`src/rtl/muldiv_sequencer.sv`:
```
// muldiv_sequencer: iterative unsigned MULTU/DIVU unit that owns HI/LO.
//   clk    : system clock, rising edge
//   rst    : asynchronous active-high reset
//   start  : ToLH strobe, current instruction is MULTU or DIVU
//   is_div : 1 = DIVU, 0 = MULTU (sampled on accept only)
//   op_a   : multiplicand / dividend
//   op_b   : multiplier / divisor
//   stall  : hold PC and suppress writes of the current instruction
//   busy   : iteration in progress
//   done   : one-cycle pulse, HI/LO hold the new result
//   hi, lo : HI/LO registers (product halves, or remainder/quotient)
module muldiv_sequencer #(
  parameter int WIDTH = 32,
  parameter int CNT_W = 6
) (
  input  logic             clk,
  input  logic             rst,
  input  logic             start,
  input  logic             is_div,
  input  logic [WIDTH-1:0] op_a,
  input  logic [WIDTH-1:0] op_b,
  output logic             stall,
  output logic             busy,
  output logic             done,
  output logic [WIDTH-1:0] hi,
  output logic [WIDTH-1:0] lo
);

  typedef enum logic [1:0] {
    S_IDLE = 2'd0,
    S_MUL  = 2'd1,
    S_DIV  = 2'd2,
    S_DONE = 2'd3
  } state_t;

  state_t             state_r, state_s;
  logic [CNT_W-1:0]   cnt_r, cnt_s;
  // a_r: multiplicand (MULTU) or divisor (DIVU).
  logic [WIDTH-1:0]   a_r, a_s;
  // sh_r: multiplier shifting out while product low bits shift in (MULTU),
  // or dividend shifting out while quotient bits shift in (DIVU).
  logic [WIDTH-1:0]   sh_r, sh_s;
  // acc_r: upper product half (MULTU) or partial remainder (DIVU).
  logic [WIDTH-1:0]   acc_r, acc_s;
  logic [WIDTH-1:0]   hi_r, hi_s;
  logic [WIDTH-1:0]   lo_r, lo_s;
  logic [WIDTH:0]     sum_s;
  logic [WIDTH:0]     rem_s;
  logic [WIDTH:0]     trial_s;
  logic               last_s;

  assign last_s = (cnt_r == CNT_W'(WIDTH - 1));
  assign busy   = (state_r == S_MUL) || (state_r == S_DIV);
  assign done   = (state_r == S_DONE);
  // The accept cycle must stall too, before busy is registered.
  assign stall  = ((state_r == S_IDLE) && start) || busy;
  assign hi     = hi_r;
  assign lo     = lo_r;

  // Next-state and datapath iteration logic.
  always_comb begin
    state_s = state_r;
    cnt_s   = cnt_r;
    a_s     = a_r;
    sh_s    = sh_r;
    acc_s   = acc_r;
    hi_s    = hi_r;
    lo_s    = lo_r;
    sum_s   = '0;
    rem_s   = '0;
    trial_s = '0;
    case (state_r)
      S_IDLE: begin
        if (start) begin
          a_s     = is_div ? op_b : op_a;
          sh_s    = is_div ? op_a : op_b;
          acc_s   = '0;
          cnt_s   = '0;
          state_s = is_div ? S_DIV : S_MUL;
        end else begin
          state_s = S_IDLE;
        end
      end
      S_MUL: begin
        // Add with carry kept, then shift {carry, acc, sh} right by one.
        sum_s = {1'b0, acc_r} + (sh_r[0] ? {1'b0, a_r} : {(WIDTH+1){1'b0}});
        acc_s = sum_s[WIDTH:1];
        sh_s  = {sum_s[0], sh_r[WIDTH-1:1]};
        cnt_s = cnt_r + CNT_W'(1);
        if (last_s) begin
          state_s = S_DONE;
          hi_s    = sum_s[WIDTH:1];
          lo_s    = {sum_s[0], sh_r[WIDTH-1:1]};
        end else begin
          state_s = S_MUL;
        end
      end
      S_DIV: begin
        rem_s   = {acc_r, sh_r[WIDTH-1]};
        trial_s = rem_s - {1'b0, a_r};
        // Non-negative trial: accept subtraction and set quotient bit.
        if (!trial_s[WIDTH]) begin
          acc_s = trial_s[WIDTH-1:0];
          sh_s  = {sh_r[WIDTH-2:0], 1'b1};
        end else begin
          acc_s = rem_s[WIDTH-1:0];
          sh_s  = {sh_r[WIDTH-2:0], 1'b0};
        end
        cnt_s = cnt_r + CNT_W'(1);
        if (last_s) begin
          state_s = S_DONE;
          hi_s    = acc_s;
          lo_s    = sh_s;
        end else begin
          state_s = S_DIV;
        end
      end
      S_DONE: begin
        // start is still high for the retiring instruction; ignore it.
        state_s = S_IDLE;
      end
      default: begin
        state_s = S_IDLE;
      end
    endcase
  end

  // State register.
  always_ff @(posedge clk or posedge rst) begin
    if (rst) begin
      state_r <= S_IDLE;
    end else begin
      state_r <= state_s;
    end
  end

  // Datapath and HI/LO registers; reset discards any partial result.
  always_ff @(posedge clk or posedge rst) begin
    if (rst) begin
      cnt_r <= '0;
      a_r   <= '0;
      sh_r  <= '0;
      acc_r <= '0;
      hi_r  <= '0;
      lo_r  <= '0;
    end else begin
      cnt_r <= cnt_s;
      a_r   <= a_s;
      sh_r  <= sh_s;
      acc_r <= acc_s;
      hi_r  <= hi_s;
      lo_r  <= lo_s;
    end
  end

endmodule

```
`config.mk`:
```
export PLATFORM = sky130hd
export DESIGN_NAME = muldiv_sequencer
export DESIGN_NICKNAME = d
export VERILOG_FILES = /design/src/rtl/muldiv_sequencer.sv
export SDC_FILE = /design/constraint.sdc
export NUM_CORES = 1
export LEC_CHECK = 0
export ABC_AREA = 1
export BUFFER_PORTS_ARGS = -buffer_cell sky130_fd_sc_hd__buf_4
export CORE_ASPECT_RATIO = 0.9
export CORE_MARGIN = 3
export CORE_UTILIZATION = 55
export CTS_BUF_LIST = sky130_fd_sc_hd__clkbuf_2
export CTS_CLUSTER_DIAMETER = 40
export DETAILED_ROUTE_END_ITERATION = 10
export MAX_ROUTING_LAYER = met4
export PLACE_DENSITY = 0.83
export SETUP_SLACK_MARGIN = 0.1
export SYNTH_ARGS = -nofsm -noshare
export SYNTH_HDL_FRONTEND = slang
export SYNTH_SLANG_ARGS = --single-unit
```
`constraint.sdc`:
```
create_clock -name clk -period 13.8 [get_ports clk]
set_input_delay 1.38 -clock clk [delete_from_list [all_inputs] [get_ports clk]]
set_output_delay 1.38 -clock clk [all_outputs]
set_load 0.01 [all_outputs]
```
[Word-level counts from Yosys, hierarchy flattened]
Cells that the tools add are included.
Cells by class
  eq/ne operators: 7
  add/subtract/negate cells: 3
  reduce and logical (&&, ||, !) cells: 12
  muxes and demuxes: 22
Operator list (number)
  32-bit 2-to-1 mux: 10
  32-bit one-hot mux with 3 select lines: 2
  32-bit one-hot mux with 2 select lines: 2
  32-bit by 32-bit adder with 33-bit output: 1
  33-bit by 32-bit subtractor with 33-bit output: 1
  6-bit one-hot mux with 2 select lines: 1
  2-bit one-hot mux with 4 select lines: 1
  6-bit by 1-bit adder with 6-bit output, second input constant: 1
  6-bit by 5-bit equality test with 1-bit output, second input constant: 1
  2-bit 2-to-1 mux: 3
  6-bit 2-to-1 mux: 1
  2-bit inequality test, second input constant: 3
  2-bit AND reduction: 3
  2-bit equality test, second input constant: 2
  2-bit nonzero test: 2
  3-bit AND reduction: 1
  3-bit nonzero test: 1
  2-bit by 1-bit equality test with 1-bit output, second input constant: 1
  2-bit zero test: 1
  1-bit logical OR: 2
  1-bit 2-to-1 mux: 2
  2-bit OR reduction: 1
  1-bit logical AND: 1
Word-level totals
  register bits: 168
  bits of input ports: 68
  word-level logic and storage cells: 51

[Logic depth before layout (Yosys ltp)]
  depth after elaboration: 4
  gate-level depth with buffers: 20
  gate-level depth less buffers: 20

[Worst setup path before layout]
Ideal clock, no wire load.
  kind: input-to-output
  from: input start
  to: output stall
  stages on the path: 2
  slack: 10.821 ns
  arrival: 1.599 ns
  path through: nand2_1 > nand2_1
Between the ends
  longest elaborated chain between the ends: 2
Ends and longest elaborated chain
  start, declared: line 18  | input logic start,
  1-bit logical AND: line 56  | assign stall = ((state_r == S_IDLE) && start) || busy;
  1-bit logical OR: line 56
  end, declared: line 22  | output logic stall,
Every way passes these cells.

[Final worst setup path]
  from: register state_r[1]
  to: output stall
Between the ends
  longest elaborated chain between the ends: 3
  elaborated cells on any way between the ends: 6
Ends and longest elaborated chain
  start, declared: line 36  | state_t state_r, state_s;
  start signal, assigned: line 133  | state_r <= state_s;
  2-bit by 1-bit equality test with 1-bit output, or another cell as far along: line 53  | assign busy = (state_r == S_MUL) || (state_r == S_DIV);
  1-bit logical OR / 1-bit logical AND (equally long branches): line 53, 56
  1-bit logical OR (*): line 56
Mark *: on every way between the ends. The rest lies on a longest branch, timed or not.

==> results.ini <==
[status]
status=completed

[sta]
setup_viol=0
skew_ns=0.0564
relSlewSlack_pct=10.6
rsz0062_at_grt=no
max_freq_mhz=279
fin_ws_ns=10.21
hold_viol=0
tightest_slew_ns=1.34
fin_crit_sh_pct=26.0
setup_tns_ns=0
drv_slew=0
post-route-min-period_ns=3.59

[placed_design]
dp_hpwl_mm=37.6
dp_slack_ns=10.49
numPortBuffers=134
gp_congestion=1.04

[clocking]
worstSkewPairLatency_ns=0.86
clkSinkCount=168
clk_path_buf_depth=2
cts_repair_resize_count=0
cts-root-buf=clkbuf_2
post_cts_buffers=0
clkTransAtPathRegs_ns=0.28
cts_tree=done
numCtsBuffers=17
cts_max_level=4
hold_buffers=0

[synthesis]
ys_ff_latch=168
synthSimpleGateAreaFrac_pct=37.4
synth-xor-area-share_pct=1.32
synth_area_per_cell_um2=6.14
synth_top_family_by_area=simple AND/OR/NAND/NOR gates
synth_warnings=0
synth_nets=2401
synthAdderAreaFrac_pct=6.50
seq_area_frac_synth_pct=30.3
synth_compound_area_share_pct=12.7
synth.area.mux_share_pct=0
synthCells=2262
synth_cell_type_count=42
syn_area_um2=13900

[route]
drt-pass1-iter-count=6
drc=0
routed_via_density=5.65
vias=15203
final_antenna_net_count=0
wl_per_cell_um=18.4
first_iter_violations=1752
wl_mm=49.5

[grt]
grt_pass1_wl_mm=77.2
first_global_vias=14261
grt_usage_pct=37.4
grt-ovfl-total=0
grt_max_degree=110
antenna_found_initial=1

[floorplanning]
die_x_um=174
initial_core_util_pct=56.7
fp.dieH_um=157
core_region_area_um2=24500
dieArea_um2=27200
io_pins=135
rows=54

[pwr]
power.density_nw_per_um2=169
power_switching_mw=1.45
seqPwrFrac_pct=27.4
p_clk_share_pct=11.5
leakage_nw=9.02
p_comb_share_pct=61.1
sw_frac_of_total_pct=55.8
intPower_mw=1.15
vdd_ir_drop_max_uv=122

[hold_path]
min_path_type=reg -> reg
whs_path_depth=2
hold_path_end=hi[4]
hp-start=hi[4]

[critical_path]
critPathRequiredTime_ns=12.42
reg2reg_setup_slack_ns=10.43
r2r_cells=17
r2r_end=hi[31]
slowest_delay_ns=0.49
critPathKind=reg -> out
reg2reg_from=sh_r[0]
worstPathMaxFanout=5
path_cells=inv_1, ha_1, nand2_1, nand2_1, buf_4
crit_slowest_cell=dfrtp_1
cp-end-kind=primary output
cpMostUsedCell=nand2_1
crit_path_start_kind=flip-flop
arrival_ns=2.21

[cells_and_area]
layout-drive-gt1-share_pct=9.01
num-nets-final=2480
areaGrowthSynthToFinish_pct=10.4

[run]
max-cap-violations=0

## critical path, delay by kind of cell, from the launching register on
kind,cells,cell delay [ns]
flops,1,0.49
simple gates,2,0.37
fa+ha+maj,1,0.33
buf+inv,2,0.21
## power groups by stage
stage / Combinational, mW / Sequential [mW] / Clock [mW]
final: 1.59 / 0.711 / 0.299
after global routing: 1.77 / 0.721 / 0.318
after CTS: 1.55 / 0.707 / 0.298
after detailed placement: 1.54 / 0.717 / 0
after global placement: 1.53 / 0.713 / 0
after floorplan: 1.13 / 0.673 / 0
## metal layers
metal	vias up	global-route usage (%)	part of all wire [%]
met4	0	13.0	3.7
met1	6963	49.3	43
li1	7320	-	-
met3	115	7.57	9.5
met5	-	-	0
met2	805	57.8	44
## flip-flops by register name (all words and copies together), names as in the netlist
register / count
state_r: 2
sh_r: 32
cnt_r: 6
lo: 32
hi: 32
acc_r: 32
a_r: 32
## layout by cell type, fill, tap and decap left out, types with 3 or more instances in the layout
cell type / count
ha_1: 68
clkbuf_2: 17
dfrtp_1: 168
nand3_1: 198
nor3_1: 9
and3_1: 4
inv_8: 5
a31oi_1: 32
o21bai_1: 6
buf_4: 146
nand4_1: 12
a21oi_1: 105
inv_1: 334
nor2_2: 4
and2_1: 4
nand2_4: 6
xor2_1: 14
xnor2_1: 7
nand2_2: 7
o21ai_0: 93
inv_2: 4
o22ai_1: 29
inv_6: 4
nor2_1: 137
o21a_1: 3
or2_2: 5
o211ai_1: 32
nand2_1: 863
nand3b_1: 12
clkinv_8: 4
## cell type report
type,count,area (µm²)
fillers,2468,9180
multi-input cells,1667,8080
flip-flops and latches,168,4200
inverters,341,1280
repair buffers,146,1100
well taps,336,420
clock inverters,15,171
clock buffers,17,85.1
diodes,1,2.50
## through the flow
stage | instances | area (µm²) | utilization [%] | power [mW] | hold WS (ns)
after global routing | 2691 | 15300 | 62.6 | 2.81 | 0.543
after global placement | 2658 | 15100 | 61.5 | 2.24 | 0.464
final | 2691 | 15300 | 62.6 | 2.60 | 0.526
after detailed placement | 2658 | 15100 | 61.5 | 2.26 | 0.466
after floorplan | 2262 | 13900 | - | 1.80 | 0.461
after CTS | 2690 | 15300 | 62.5 | 2.56 | 0.530
## worst max path at each step
stage | from | end | slack, ns | cells past startpoint
final | state_r[1] | stall | 10.21 | 5
after detailed placement | start | stall | 10.49 | 4
after global placement | start | stall | 10.52 | 4
after floorplan | rst | a_r[0] | 7.87 | 1
after global routing | state_r[0] | stall | 10.04 | 5
after CTS | state_r[0] | stall | 10.15 | 5
## synthesized netlist by cell type, drive strengths merged
cell    number  area, µm²
nand3      200       1020
nor4         1       6.26
nor3         9       45.0
o21a         3       22.5
nand3b      12       90.1
clkinv       2       7.51
xnor2        7       61.3
and2         4       25.0
buf         31        151
nand4       12       75.1
xor2        14        123
o221ai       1       8.76
a22o         1       8.76
nand2      876       3340
fa           2       40.0
a21oi      108        556
a21o         2       15.0
and3         4       25.0
or2          5       31.3
o211ai      32        240
a311oi       1       8.76
clkbuf      55        206
ha          69        863
o22ai       29        181
dfrtp      168       4200
a31oi       32        200
nor2       141        539
o21ai       96        480
o21bai       6       45.0
inv        339       1270
## logic make-up after synthesis
kind of cell,count (synthesis)
AO/OA/AOI/OAI,311
AND/OR/NAND/NOR,1264
adder cells (fa/ha/maj),71
XOR/XNOR,21
buffers and inverters,427
flip-flops,168
(Power assumes the default switching activity.)
